`config.mk`:
```
export PLATFORM = sky130hd
export DESIGN_NAME = rf_access_arbiter
export DESIGN_NICKNAME = d
export VERILOG_FILES = /design/src/rtl/rf_access_arbiter.sv
export SDC_FILE = /design/constraint.sdc
export NUM_CORES = 1
export LEC_CHECK = 0
export CAP_MARGIN = 20
export CORE_ASPECT_RATIO = 2
export CORE_UTILIZATION = 47
export CTS_CLUSTER_SIZE = 28
export DETAILED_ROUTE_END_ITERATION = 10
export PLACE_DENSITY_LB_ADDON = 0.15
export SETUP_SLACK_MARGIN = 0.2
export SLEW_MARGIN = 5
export SYNTH_ARGS = -nofsm -noshare
export SYNTH_HDL_FRONTEND = slang
export SYNTH_SLANG_ARGS = --single-unit
```
`constraint.sdc`:
```
create_clock -name clk -period 5.4 [get_ports clk]
set_input_delay 1.35 -clock clk [delete_from_list [all_inputs] [get_ports clk]]
set_output_delay 1.35 -clock clk [all_outputs]
set_load 0.02 [all_outputs]
```
`src/rtl/rf_access_arbiter.sv`:
```
// Round-robin arbiter/sequencer sharing one RF register interface
// among up to four requesters, one access in flight at a time.
module rf_access_arbiter #(
  parameter int NUM_REQ   = 2,
  parameter int SETUP_CYC = 2,
  parameter int MIN_WAIT  = 3,
  parameter int TIMEOUT   = 1023
) (
  input  logic                  clk,
  input  logic                  rst_n,
  input  logic [NUM_REQ-1:0]    req_valid,
  input  logic [NUM_REQ*10-1:0] req_addr,
  input  logic [NUM_REQ*8-1:0]  req_data,
  input  logic [NUM_REQ*2-1:0]  req_inst,
  output logic [NUM_REQ-1:0]    req_ready,
  output logic [NUM_REQ-1:0]    rsp_valid,
  output logic [7:0]            rsp_data,
  output logic                  rsp_err,
  output logic [9:0]            rf_addr,
  output logic [7:0]            rf_data,
  output logic [1:0]            rf_inst,
  output logic                  rf_cs,
  input  logic                  rf_ready,
  input  logic [7:0]            rf_rdata,
  output logic                  busy
);

  typedef enum logic [2:0] {
    S_IDLE,
    S_SETUP,
    S_STROBE,
    S_WAIT,
    S_RESP
  } state_t;

  state_t state_q, state_d;

  logic [1:0]         last_q, last_d;
  logic [1:0]         gnt_q, gnt_d;
  logic [2:0]         scnt_q, scnt_d;
  logic [9:0]         wcnt_q, wcnt_d;
  logic [NUM_REQ-1:0] req_ready_q, req_ready_d;
  logic [NUM_REQ-1:0] rsp_valid_q, rsp_valid_d;
  logic [7:0]         rsp_data_q, rsp_data_d;
  logic               rsp_err_q, rsp_err_d;
  logic [9:0]         rf_addr_q, rf_addr_d;
  logic [7:0]         rf_data_q, rf_data_d;
  logic [1:0]         rf_inst_q, rf_inst_d;
  logic               rf_cs_q, rf_cs_d;
  logic               busy_q, busy_d;

  logic       found;
  logic [1:0] gnt;
  logic [9:0] sel_addr;
  logic [7:0] sel_data;
  logic [1:0] sel_inst;

  // Round-robin pick: smallest offset from last_grant+1 wins.
  always_comb begin
    found    = 1'b0;
    gnt      = '0;
    sel_addr = '0;
    sel_data = '0;
    sel_inst = '0;
    for (int off = NUM_REQ - 1; off >= 0; off--) begin
      for (int k = 0; k < NUM_REQ; k++) begin
        if (k == (int'(last_q) + 1 + off) % NUM_REQ
            && req_valid[k]) begin
          found    = 1'b1;
          gnt      = 2'(k);
          sel_addr = req_addr[10*k +: 10];
          sel_data = req_data[8*k +: 8];
          sel_inst = req_inst[2*k +: 2];
        end
      end
    end
  end

  always_comb begin
    state_d     = state_q;
    last_d      = last_q;
    gnt_d       = gnt_q;
    scnt_d      = scnt_q;
    wcnt_d      = wcnt_q;
    req_ready_d = '0;
    rsp_valid_d = '0;
    rsp_data_d  = rsp_data_q;
    rsp_err_d   = 1'b0;
    rf_addr_d   = rf_addr_q;
    rf_data_d   = rf_data_q;
    rf_inst_d   = rf_inst_q;
    rf_cs_d     = 1'b0;
    unique case (state_q)
      S_IDLE: begin
        if (found) begin
          state_d   = S_SETUP;
          gnt_d     = gnt;
          last_d    = gnt;
          scnt_d    = '0;
          rf_data_d = sel_data;
          rf_inst_d = sel_inst;
          rf_addr_d = sel_inst[1] ? sel_addr
                                  : {4'b0, sel_addr[5:0]};
          for (int k = 0; k < NUM_REQ; k++)
            if (2'(k) == gnt) req_ready_d[k] = 1'b1;
        end
      end
      S_SETUP: begin
        if (scnt_q == 3'(SETUP_CYC - 1)) begin
          state_d = S_STROBE;
          rf_cs_d = 1'b1;
        end else begin
          scnt_d = scnt_q + 3'd1;
        end
      end
      S_STROBE: begin
        state_d = S_WAIT;
        wcnt_d  = '0;
      end
      S_WAIT: begin
        if (wcnt_q >= 10'(MIN_WAIT) && rf_ready) begin
          state_d    = S_RESP;
          rsp_data_d = rf_rdata;
          for (int k = 0; k < NUM_REQ; k++)
            if (2'(k) == gnt_q) rsp_valid_d[k] = 1'b1;
        end else if (wcnt_q == 10'(TIMEOUT)) begin
          state_d    = S_RESP;
          rsp_data_d = '0;
          rsp_err_d  = 1'b1;
          for (int k = 0; k < NUM_REQ; k++)
            if (2'(k) == gnt_q) rsp_valid_d[k] = 1'b1;
        end else begin
          wcnt_d = wcnt_q + 10'd1;
        end
      end
      S_RESP: begin
        state_d = S_IDLE;
      end
      default: begin
        state_d = S_IDLE;
      end
    endcase
    busy_d = (state_d != S_IDLE);
  end

  always_ff @(posedge clk) begin
    if (!rst_n) begin
      state_q     <= S_IDLE;
      last_q      <= 2'(NUM_REQ - 1);
      gnt_q       <= '0;
      scnt_q      <= '0;
      wcnt_q      <= '0;
      req_ready_q <= '0;
      rsp_valid_q <= '0;
      rsp_data_q  <= '0;
      rsp_err_q   <= 1'b0;
      rf_addr_q   <= '0;
      rf_data_q   <= '0;
      rf_inst_q   <= '0;
      rf_cs_q     <= 1'b0;
      busy_q      <= 1'b0;
    end else begin
      state_q     <= state_d;
      last_q      <= last_d;
      gnt_q       <= gnt_d;
      scnt_q      <= scnt_d;
      wcnt_q      <= wcnt_d;
      req_ready_q <= req_ready_d;
      rsp_valid_q <= rsp_valid_d;
      rsp_data_q  <= rsp_data_d;
      rsp_err_q   <= rsp_err_d;
      rf_addr_q   <= rf_addr_d;
      rf_data_q   <= rf_data_d;
      rf_inst_q   <= rf_inst_d;
      rf_cs_q     <= rf_cs_d;
      busy_q      <= busy_d;
    end
  end

  assign req_ready = req_ready_q;
  assign rsp_valid = rsp_valid_q;
  assign rsp_data  = rsp_data_q;
  assign rsp_err   = rsp_err_q;
  assign rf_addr   = rf_addr_q;
  assign rf_data   = rf_data_q;
  assign rf_inst   = rf_inst_q;
  assign rf_cs     = rf_cs_q;
  assign busy      = busy_q;

endmodule
```
Yosys cells after proc, flatten, opt, wreduce, memory -nomap -nowiden
Cells that the tools add are included.
{"block": "op_classes", "muxes": 41, "n_lt_le_gt_ge": 1, "addsub": 4, "n_bitwise": 4, "n_reduce_logical": 22, "n_eq_ne": 13}
{"cell": "$mux W10", "count": 7}
{"cell": "$logic_not A32 Y1", "count": 2}
{"cell": "$mux W8", "count": 6}
{"cell": "$add A32 B2 Y32 const B", "count": 1}
{"cell": "$pmux W10 S2", "count": 1}
{"cell": "$mux W3", "count": 6}
{"cell": "$mux W2", "count": 8}
{"cell": "$pmux W3 S4", "count": 1}
{"cell": "$mux W1", "count": 11}
{"cell": "$add A10 B1 Y10 const B", "count": 1}
{"cell": "$eq A10 B10 Y1 const B", "count": 1}
{"cell": "$ge A10 B2 Y1 const B", "count": 1}
{"cell": "$reduce_and A3 Y1", "count": 3}
{"cell": "$ne A2 B2 Y1 const B", "count": 4}
{"cell": "$reduce_and A2 Y1", "count": 4}
{"cell": "$eq A3 B1 Y1 const B", "count": 2}
{"cell": "$eq A3 B2 Y1 const B", "count": 2}
{"cell": "$pmux W3 S2", "count": 1}
{"cell": "$reduce_bool A2 Y1", "count": 3}
{"cell": "$logic_and A1 B1 Y1", "count": 5}
{"cell": "$eq A1 B2 Y1 const A", "count": 2}
{"cell": "$eq A2 B2 Y1 const A", "count": 2}
{"cell": "$logic_not A2 Y1", "count": 2}
{"cell": "$add A2 B1 Y3 const B", "count": 1}
{"cell": "7 further kinds", "count": 8}
{"block": "totals", "regBits": 55, "output_inout_bits": 35}

Depth between registers and ports, before layout
{"block": "depth", "depth_word": 12, "mapped_depth": 6, "mapped_depth_nobuf": 6}

Least setup slack after synthesis
OpenSTA, ideal clock, no wires.
{"block": "synth_timing", "path_kind": "in2reg", "start": "input port rst_n", "end": "register rf_addr_q[0], in the netlist rf_addr[0]", "stages": 6, "path_slack_ps": 2838, "n_path_buf": 2, "required_time_ps": 5343, "t_arrival_ps": 2505, "path_cell_list": "clkbuf_1 -> inv_1 -> a21oi_1 -> clkbuf_1 -> a22o_1 -> a21o_1"}
{"item": "from (decl)", "line_no": "10", "rtl": "input logic rst_n,"}
{"item": "to (signal assigned)", "line_no": "172", "rtl": "rf_addr_q <= rf_addr_d;"}
{"item": "to (decl)", "line_no": "46", "rtl": "logic [9:0] rf_addr_q, rf_addr_d;"}

==> impl_metrics.toml <==
[flow_run]
maxCapViolCount = 0

[die]
start_util_pct = 48.9
fp.dieW_um = 50.9
coreArea_mm2 = 0.00460
die_area_mm2 = 0.00508
die_h_um = 99.8
num_rows = 35
ioPinCount = 88

[logic_synthesis]
ys_warn_count = 0
ys_types = 45
async_flop_share_pct = 0
syn-cell-area_mm2 = 0.00225
synth.area.top_cells = "dfxtp_1, a32o_1, nor3_1"
synth_top_area_share_pct = 47.2
synth_top_cell_by_area = "dfxtp_1"
synth_nets = 292
synth_area_per_cell_um2 = 9.53
synth-main-ff-cell = "dfxtp_1"
synth_seq_cells = 53
synth_edf_count = 0
syn_inst = 236
synth.most_common_cell = "dfxtp_1"
synthTopCellsByCount = "dfxtp_1, nand2_1, nor2_1, nor3_1, a21oi_1"
yosysSeqAreaShare_pct = 47.2

[route]
ant_nets = 0
wl_um = 6060
vias_per_cell = 5.93
drtIter0Drc = 49
drcViolationCount = 0
num_vias = 2231
wl_per_cell_um = 16.1
firstDrtPassIters = 4

[clock_tree]
cts_setup_buffers = 0
cts_sinks = 53
cts_buffer_depth = 2
cts.clk_slew.worst_paths_ps = 100
cts-buffers-inserted = 5
clockRootBuffer = "clkbuf_8"
clk_latency_ps = 310
ctsResizeCount = 0
htreeDepth = 2
ctsHoldBuffers = 0
tritoncts = "done"

[sta]
worstMarginPinSlew_ps = 838
skew_ps = 11.3
slew_viol_final = 0
period_minus_slack_ps = 3340
rsz0062_at_grt = "no"
relSlewSlack_pct = 44.2
hold_viol = 0
setup_slack_ps = 2060
setup_violations = 0
period_share_pct = 61.9
fin_setup_tns_ps = 0
fmax_mhz = 299

[pwr]
powerDensity_mw_per_mm2 = 271
p_leak_nw = 1.22
finalPower_mw = 0.883
ir_drop_v = 0.000267

[grt]
grt_pass1_wl_um = 9640
grt_max_degree = 19
grt_pass1_vias = 2207
gr-total-overflow = 0
grt_usage_pct = 24.6
antenna_found_initial = 0

[final_layout]
layout-drive-gt1-share_pct = 7.17
diodes = 0
area_growth_pct = 44.8
fillers = 373
regArea_mm2 = 0.00106
multi_input_area_mm2 = 0.00111
fin_nets = 376

[critical_path]
cp.arrival_ps = 3600
cp_data_required_time_ps = 5660
cp_cell_sequence = "clkdlybuf4s50_1 > inv_1 > a21oi_1 > buf_4 > a22o_1 > a21o_1"
cp-startpoint = "rst_n"
slowest_delay_ps = 860
cp_max_fo = 18
r2r_start = "wcnt_q[0]"
critPathLaunchType = "input pin"
worstSetupEndpointType = "register"
crit_type = "in -> reg"
reg2reg_slack_ps = 3260
crit_slowest_cell = "clkdlybuf4s50_1"

[place]
dpl.hpwl_um = 4510
gp_congestion = 0.848
numPortBuffers = 87
dpl_worst_slack_ps = 1430

[hold_path]
hold_path_startpoint = "gnt_q[0]"
hold_path.class = "reg -> reg"

[status]
status = "complete, no violations"
kinds of logic (layout without fill, tap and decap cells):
kind of cell	Yosys count	in the layout	share of synthesized area [%]
mux	1	1	0.445
flops	53	53	47.2
xor+xnor	1	1	0.390
fa+ha+maj	3	3	1.67
compound gates	71	71	24.3
simple gates	90	90	22.4
buf+inv	17	102	3.62
power breakdown:
group	switching [mW]	internal (mW)	leakage, nW
logic	0.0877	0.0925	0.730
clock network	0.133	0.139	0.0543
registers	0.0167	0.414	0.432
flip-flops by register name (all words and copies together) (netlist names), 2 cells and up:
name	flops
scnt_q	3
rsp_valid	2
rsp_data	8
rf_inst	2
req_ready	2
rf_data	8
rf_addr	10
wcnt_q	10
state_q	3
per-stage QoR:
step                      hold WS, ps  instances  cell area (um^2)  utilization, %
after global routing              465        376              3260            70.8
after floorplan                   406        236              2250               -
after CTS                         445        375              3250            70.6
final                             432        376              3260            70.8
after global placement            421        367              3130            68.1
after detailed placement          424        367              3130            68.1
path summary, 6_finish.rpt:
kind | depth (start not counted) | end
setup / recovery | 6 | rf_data[1]
hold / removal | 1 | rsp_valid[0]
setup reg to reg | 5 | wcnt_q[1]
hold reg to reg | 1 | rsp_valid[0]
routing by layer:
layer	share of wire, %	vias up	global-route usage (%)
met5	0	-	0
met4	3.6	0	12.2
met3	4.2	22	4.70
met2	57	76	46.7
met1	36	1060	24.0
li1	-	1073	-
cell type report:
| cell class | instances | share of cell area [%] |
|---|---|---|
| well taps | 55 | 2.11 |
| inverters | 5 | 0.576 |
| clock buffers | 5 | 2.11 |
| clock inverters | 3 | 1.42 |
| repair buffers | 89 | 27.2 |
| multi-input cells | 166 | 34.0 |
| flip-flops and latches | 53 | 32.6 |
placed cells by master (no fill, tap or decap), types with 3 or more instances in the layout:
cell type / instances
clkdlybuf4s50_1: 87
dfxtp_1: 53
nor2_1: 15
nor3_1: 15
nand2_1: 15
a21oi_1: 11
a32o_1: 10
a221oi_1: 8
a21o_1: 8
a22o_1: 7
or4_1: 7
nand3_1: 6
o21ai_0: 6
inv_1: 5
clkbuf_8: 5
and2_1: 4
nand2b_1: 4
a22oi_1: 4
o31ai_1: 4
a31oi_1: 3
nand4_1: 3
a31o_2: 3
or3_1: 3
nor4_1: 3
ha_1: 3
worst max-delay path, delay by kind of cell:
kind / cells / cell delay [ps]
buf+inv: 3 / 1530
compound gates: 3 / 700
Note: power is estimated with default switching activity, not from simulation.
